### src/rtl/mold_msg_arb.sv
`default_nettype none
// ============================================================================
// Module   : mold_msg_arb
// Purpose  : Two-lane MoldUDP64 message arbiter. Each lane pushes beats into
//            its own DEPTH-entry FIFO (no backpressure towards the source).
//            A round-robin arbiter grants whole messages, so beats from the
//            two lanes are never interleaved within a message.
// Ports    : clk, nreset (sync, active-low)
//            lN_msg_{v,start,last,len,mask,data}_i : lane N input beat
//            out_{valid,start,last,len,mask,data,lane}_o, out_ready_i : output
//            overflow_o  : sticky per-lane drop flag (FIFO full)
//            proto_err_o : sticky per-lane flag (non-start beat at idle head)
// Revision : 1.0 - initial release
// ============================================================================
module mold_msg_arb #(
  parameter int AXI_DATA_W = 64,
  parameter int AXI_KEEP_W = 8,
  parameter int ML_W       = 16,
  parameter int DEPTH      = 4
) (
  input  logic                  clk,
  input  logic                  nreset,
  input  logic                  l0_msg_v_i,
  input  logic                  l0_msg_start_i,
  input  logic                  l0_msg_last_i,
  input  logic [ML_W-1:0]       l0_msg_len_i,
  input  logic [AXI_KEEP_W-1:0] l0_msg_mask_i,
  input  logic [AXI_DATA_W-1:0] l0_msg_data_i,
  input  logic                  l1_msg_v_i,
  input  logic                  l1_msg_start_i,
  input  logic                  l1_msg_last_i,
  input  logic [ML_W-1:0]       l1_msg_len_i,
  input  logic [AXI_KEEP_W-1:0] l1_msg_mask_i,
  input  logic [AXI_DATA_W-1:0] l1_msg_data_i,
  output logic                  out_valid_o,
  input  logic                  out_ready_i,
  output logic                  out_start_o,
  output logic                  out_last_o,
  output logic [ML_W-1:0]       out_len_o,
  output logic [AXI_KEEP_W-1:0] out_mask_o,
  output logic [AXI_DATA_W-1:0] out_data_o,
  output logic                  out_lane_o,
  output logic [1:0]            overflow_o,
  output logic [1:0]            proto_err_o
);

  localparam int C_AW = $clog2(DEPTH);
  localparam int C_PW = C_AW + 1;
  localparam int C_EW = 2 + ML_W + AXI_KEEP_W + AXI_DATA_W;
  localparam logic [C_PW-1:0] C_DEPTH = C_PW'(DEPTH);

  typedef enum logic [1:0] {
    ST_IDLE  = 2'd0,
    ST_LOCK0 = 2'd1,
    ST_LOCK1 = 2'd2
  } state_t;

  logic [1:0]      in_v_w;
  logic [C_EW-1:0] in_ent_w   [2];
  logic [C_EW-1:0] head_w     [2];
  logic [1:0]      ne_w;
  logic [1:0]      head_start_w;
  logic [1:0]      head_last_w;
  logic [1:0]      pop_w;
  logic [1:0]      drop_w;
  logic [1:0]      perr_set_w;
  logic            win_w;
  logic            sel_w;
  logic            out_v_w;

  state_t          state_q, state_d;
  logic            rr_q, rr_d;
  logic [1:0]      overflow_q, overflow_d;
  logic [1:0]      proto_err_q, proto_err_d;

  assign in_v_w      = {l1_msg_v_i, l0_msg_v_i};
  assign in_ent_w[0] = {l0_msg_start_i, l0_msg_last_i, l0_msg_len_i, l0_msg_mask_i, l0_msg_data_i};
  assign in_ent_w[1] = {l1_msg_start_i, l1_msg_last_i, l1_msg_len_i, l1_msg_mask_i, l1_msg_data_i};

  // Per-lane FIFO. A full FIFO still accepts a push when it pops the same
  // cycle, since the slot being freed is the one the write pointer reuses.
  for (genvar g = 0; g < 2; g++) begin : g_lane
    logic [C_EW-1:0] mem_q [DEPTH];
    logic [C_PW-1:0] wr_ptr_q, wr_ptr_d;
    logic [C_PW-1:0] rd_ptr_q, rd_ptr_d;
    logic [C_PW-1:0] count_q, count_d;
    logic            full_w;
    logic            push_w;

    assign full_w    = (count_q == C_DEPTH);
    assign push_w    = in_v_w[g] && (!full_w || pop_w[g]);
    assign drop_w[g] = in_v_w[g] && full_w && !pop_w[g];

    always_comb begin
      wr_ptr_d = wr_ptr_q;
      rd_ptr_d = rd_ptr_q;
      count_d  = count_q;
      if (push_w)   wr_ptr_d = wr_ptr_q + 1'b1;
      if (pop_w[g]) rd_ptr_d = rd_ptr_q + 1'b1;
      case ({push_w, pop_w[g]})
        2'b10:   count_d = count_q + 1'b1;
        2'b01:   count_d = count_q - 1'b1;
        default: count_d = count_q;
      endcase
    end

    always_ff @(posedge clk) begin
      if (!nreset) begin
        wr_ptr_q <= '0;
        rd_ptr_q <= '0;
        count_q  <= '0;
      end else begin
        wr_ptr_q <= wr_ptr_d;
        rd_ptr_q <= rd_ptr_d;
        count_q  <= count_d;
      end
    end

    // Storage is not reset; the count guards against reading stale entries.
    always_ff @(posedge clk) begin
      if (push_w) mem_q[wr_ptr_q[C_AW-1:0]] <= in_ent_w[g];
    end

    assign head_w[g]       = mem_q[rd_ptr_q[C_AW-1:0]];
    assign ne_w[g]         = (count_q != '0);
    assign head_start_w[g] = head_w[g][C_EW-1];
    assign head_last_w[g]  = head_w[g][C_EW-2];
  end

  // Tie goes to the lane that did not complete the most recent message.
  assign win_w = (ne_w == 2'b11) ? ~rr_q : ne_w[1];

  always_comb begin
    state_d    = state_q;
    rr_d       = rr_q;
    pop_w      = 2'b00;
    perr_set_w = 2'b00;
    sel_w      = 1'b0;
    out_v_w    = 1'b0;
    case (state_q)
      ST_IDLE: begin
        sel_w = win_w;
        if (|ne_w) begin
          if (!head_start_w[win_w]) begin
            // Orphan continuation beat: discard it silently and flag it.
            pop_w[win_w]      = 1'b1;
            perr_set_w[win_w] = 1'b1;
          end else begin
            out_v_w = 1'b1;
            if (out_ready_i && head_last_w[win_w]) begin
              pop_w[win_w] = 1'b1;
              rr_d         = win_w;
            end else begin
              // Lock whether or not the beat was taken so the presented
              // beat cannot switch lanes while waiting for ready.
              pop_w[win_w] = out_ready_i;
              state_d      = win_w ? ST_LOCK1 : ST_LOCK0;
            end
          end
        end
      end
      ST_LOCK0, ST_LOCK1: begin
        sel_w   = (state_q == ST_LOCK1);
        out_v_w = ne_w[sel_w];
        if (ne_w[sel_w] && out_ready_i) begin
          pop_w[sel_w] = 1'b1;
          if (head_last_w[sel_w]) begin
            state_d = ST_IDLE;
            rr_d    = sel_w;
          end
        end
      end
      default: state_d = ST_IDLE;
    endcase
  end

  assign overflow_d  = overflow_q | drop_w;
  assign proto_err_d = proto_err_q | perr_set_w;

  always_ff @(posedge clk) begin
    if (!nreset) begin
      state_q     <= ST_IDLE;
      rr_q        <= 1'b1;
      overflow_q  <= 2'b00;
      proto_err_q <= 2'b00;
    end else begin
      state_q     <= state_d;
      rr_q        <= rr_d;
      overflow_q  <= overflow_d;
      proto_err_q <= proto_err_d;
    end
  end

  assign out_valid_o = out_v_w;
  assign out_lane_o  = sel_w;
  assign {out_start_o, out_last_o, out_len_o, out_mask_o, out_data_o} = head_w[sel_w];
  assign overflow_o  = overflow_q;
  assign proto_err_o = proto_err_q;

endmodule
`default_nettype wire

### config.mk
export PLATFORM = sky130hd
export DESIGN_NAME = mold_msg_arb
export DESIGN_NICKNAME = d
export VERILOG_FILES = /design/src/rtl/mold_msg_arb.sv
export SDC_FILE = /design/constraint.sdc
export NUM_CORES = 1
export LEC_CHECK = 0
export BUFFER_PORTS_ARGS = -buffer_cell sky130_fd_sc_hd__buf_2
export CAP_MARGIN = 20
export CELL_PAD_IN_SITES_DETAIL_PLACEMENT = 2
export CELL_PAD_IN_SITES_GLOBAL_PLACEMENT = 2
export CORE_ASPECT_RATIO = 0.8
export CORE_MARGIN = 2
export CORE_UTILIZATION = 23
export CTS_BUF_LIST = sky130_fd_sc_hd__clkbuf_4 sky130_fd_sc_hd__clkbuf_8 sky130_fd_sc_hd__clkbuf_16
export CTS_CLUSTER_DIAMETER = 50
export DETAILED_ROUTE_END_ITERATION = 12
export PLACE_DENSITY_LB_ADDON = 0.05
export SETUP_SLACK_MARGIN = 0.02
export SYNTH_ARGS = -nofsm -noshare
export SYNTH_HDL_FRONTEND = slang
export SYNTH_SLANG_ARGS = --single-unit
### constraint.sdc
create_clock -name clk -period 9 [get_ports clk]
set_clock_uncertainty 0.2 [all_clocks]
set_input_delay 0.9 -clock clk [delete_from_list [all_inputs] [get_ports clk]]
set_output_delay 0.9 -clock clk [all_outputs]
set_load 0.01 [all_outputs]
==> metrics <==
status=complete, no violations; core area=0.1227 mm2; CP Launch Type=flop; FFs w/ async S/R, synth=0; gr usage total=0.1362; post-synthesis sequential area ratio=0.7790; Clk Latency, worst-skew pair=0.69 ns; Worst R2R Path Depth=6; setup violators final=0; CTS max path bufs=3; TNS Setup=0 ns; Lkg Pwr=11.59 nW; Crit Path Max Fanout=34; Synth Net Count=1418; vias in the first global route=15.48k; CTS tree=done; critical path's largest stage delay=0.71 ns; maximum capacitance violations=0; layout cells sized above 1=0.4559; post-CTS setup buffer count=0; RD Place Congestion=0.6961; Post-CTS Resized=0; Crit. path cell count=5; RSZ-0062 raised after global routing=no; critical path's top delay family=buffers and inverters; Root Buffer=clkbuf_16; final hold slack=0.2244 ns; power per cell area=357.9 mW/mm2; multi-input logic area=0.005987 mm2; Num Clock Sinks=745; first drt pass iteration count=4; EDFF count, synth=720; CP Capture Type=primary output; Die ar.=0.1263 mm2; Worst Hold Class=in2reg; hold-fix buffers at CTS=0; Die Wd=396.8 um; H-tree Lvls=3; Clock transition at path regs=0.06 ns; DRC=0; worst slack at placement=4.038 ns; largest net degree at the start of global routing=92; post-synthesis register bit count=745; initial antenna violation count=41; most frequent cells in the layout=edfxtp_1, buf_2, mux4_2, clkbuf_16, mux2_2; Main synth FF type=edfxtp_1; Rows=115; critical path's most frequent cell=buf_4; port bufs=280; Cells after Synth=1218; post-layout min period=4.708 ns; Layout area overhead=25.04%; Via Count=13.68k; post-synth design cell area=0.02840 mm2; CTS Buf Count=103; first-pass GRT wire length=121800 um; Post-DRT Antenna Nets=0; Routed WL=85100 um; Final Hold Fails=0; Overflow after GRT=0; Iter 0 DRT Violations=639; Max-Slew Margin vs Limit=0.3351; Layout Nets=1767; CP max-delay cell=buf_4; CP bufs+invs=3; critical path type=reg2out; Setup WS post-layout=4.292 ns; Worst Path Required=7.90 ns; Worst EP arrival=3.61 ns; commonest non-fill, non-tap cell in the layout=edfxtp_1; Worst IR Drop VDD=0.0004331 V; Synth Warn #=0; worst slew pin tran=0.9974 ns; Fill cells=12.36k; Final period util=0.5231; Hold Path Stages=1; Starting Density=0.2314; io pins=281; Yosys cell types=45; die height=318.3 um; Slew Limit Fails=0; Seq. cell area=0.02214 mm2; post-DP HPWL=51540 um; Peak Freq=212.4 MHz; routed len/inst=25.82 um; worst path cell trace=buf_4 > buf_4 > mux4_2 > mux2_2 > buf_2; Mean Syn Cell Area=23.31 um2; via/cell ratio=4.151
## cells in the mapped netlist, drive strengths merged (3+ instances only)
master | instances | area share
edfxtp | 720 | 0.76
mux4 | 180 | 0.14
mux2 | 91 | 0.036
clkbuf | 36 | 0.0048
dfxtp | 25 | 0.018
inv | 23 | 0.0030
nand2 | 18 | 0.0024
buf | 17 | 0.0033
nor2 | 15 | 0.0020
ha | 13 | 0.0057
a21oi | 11 | 0.0021
and2 | 9 | 0.0020
o21ai | 9 | 0.0017
mux2i | 6 | 0.0021
or3 | 6 | 0.0013
nor3 | 5 | 0.00088
o211ai | 4 | 0.0011
xor2 | 4 | 0.0012
nand3 | 3 | 0.00053
## worst reg2reg max path, cell delays in order (launching register included)
cell       delay [ns]
dfxtp_4          0.87
mux4_2           0.68
a2111oi_4        0.38
o21bai_2         0.17
a21boi_2         0.37
and2_4           0.76
buf_4            0.82
## cell type report
class / instances / share of cell area
Antenna cell: 2 / 0.0001410
Clock buffer: 115 / 0.07548
Clock inverter: 79 / 0.02872
Inverter: 23 / 0.002432
Multi-Input combinational cell: 397 / 0.1686
Sequential cell: 745 / 0.6235
Tap cell: 1638 / 0.05772
Timing Repair Buffer: 297 / 0.04342
## state kept, by name, summed over array words and instances (netlist names), named ones only
name	count
g_lane.mem_q	720
g_lane.count_q	6
g_lane.rd_ptr_q	4
g_lane.wr_ptr_q	4
overflow_o	2
proto_err_o	2
state_q	2
rr_q	1
## metal layers
metal / up-vias / track usage / share of wire
li1: 5870 / - / -
met1: 7280 / 0.1786 / 0.44
met2: 335 / 0.2195 / 0.48
met3: 168 / 0.04027 / 0.056
met4: 30 / 0.03490 / 0.022
met5: - / 0 / 0.0024
## power by group
part	total (W)	internal [W]	switching, W
Combinational	0.00373	0.00163	0.00211
Clock	0.00436	0.00274	0.00162
Sequential	0.00461	0.00440	0.000209
## cells by family (layout without fill, tap and decap cells)
logic type	count (synthesis)	in the layout	synth area share
flops	745	745	0.7790
other cells	0	2	0
simple gates	62	62	0.01044
buf+inv	76	514	0.01110
xor+xnor	5	5	0.001542
fa+ha+maj	15	15	0.007138
mux	277	277	0.1810
compound gates	38	38	0.009783
## worst paths after layout
| kind | endpoint | slack (ns) | startpoint |
|---|---|---|---|
| setup / recovery | out_data_o[59] | 4.29 | flop |
| hold / removal | g_lane[1].mem_q[2][3] | 0.22 | l1_msg_data_i[3] |
| setup reg to reg | g_lane[1].mem_q[1][4] | 4.34 | flop |
| hold reg to reg | overflow_o[0] | 0.25 | overflow_o[0] |
## metrics by stage
stage | instances | total power [W] | instance area, um2 | util
after floorplan | 1218 | 0.006926 | 28400 | -
after global placement | 3100 | 0.008615 | 31800 | 0.2591
final | 3296 | 0.01271 | 35510 | 0.2893
after detailed placement | 3100 | 0.008630 | 31800 | 0.2591
after CTS | 3294 | 0.01309 | 35500 | 0.2892
after global routing | 3296 | 0.01340 | 35510 | 0.2893
No activity file was read; power rests on OpenSTA's default activity.
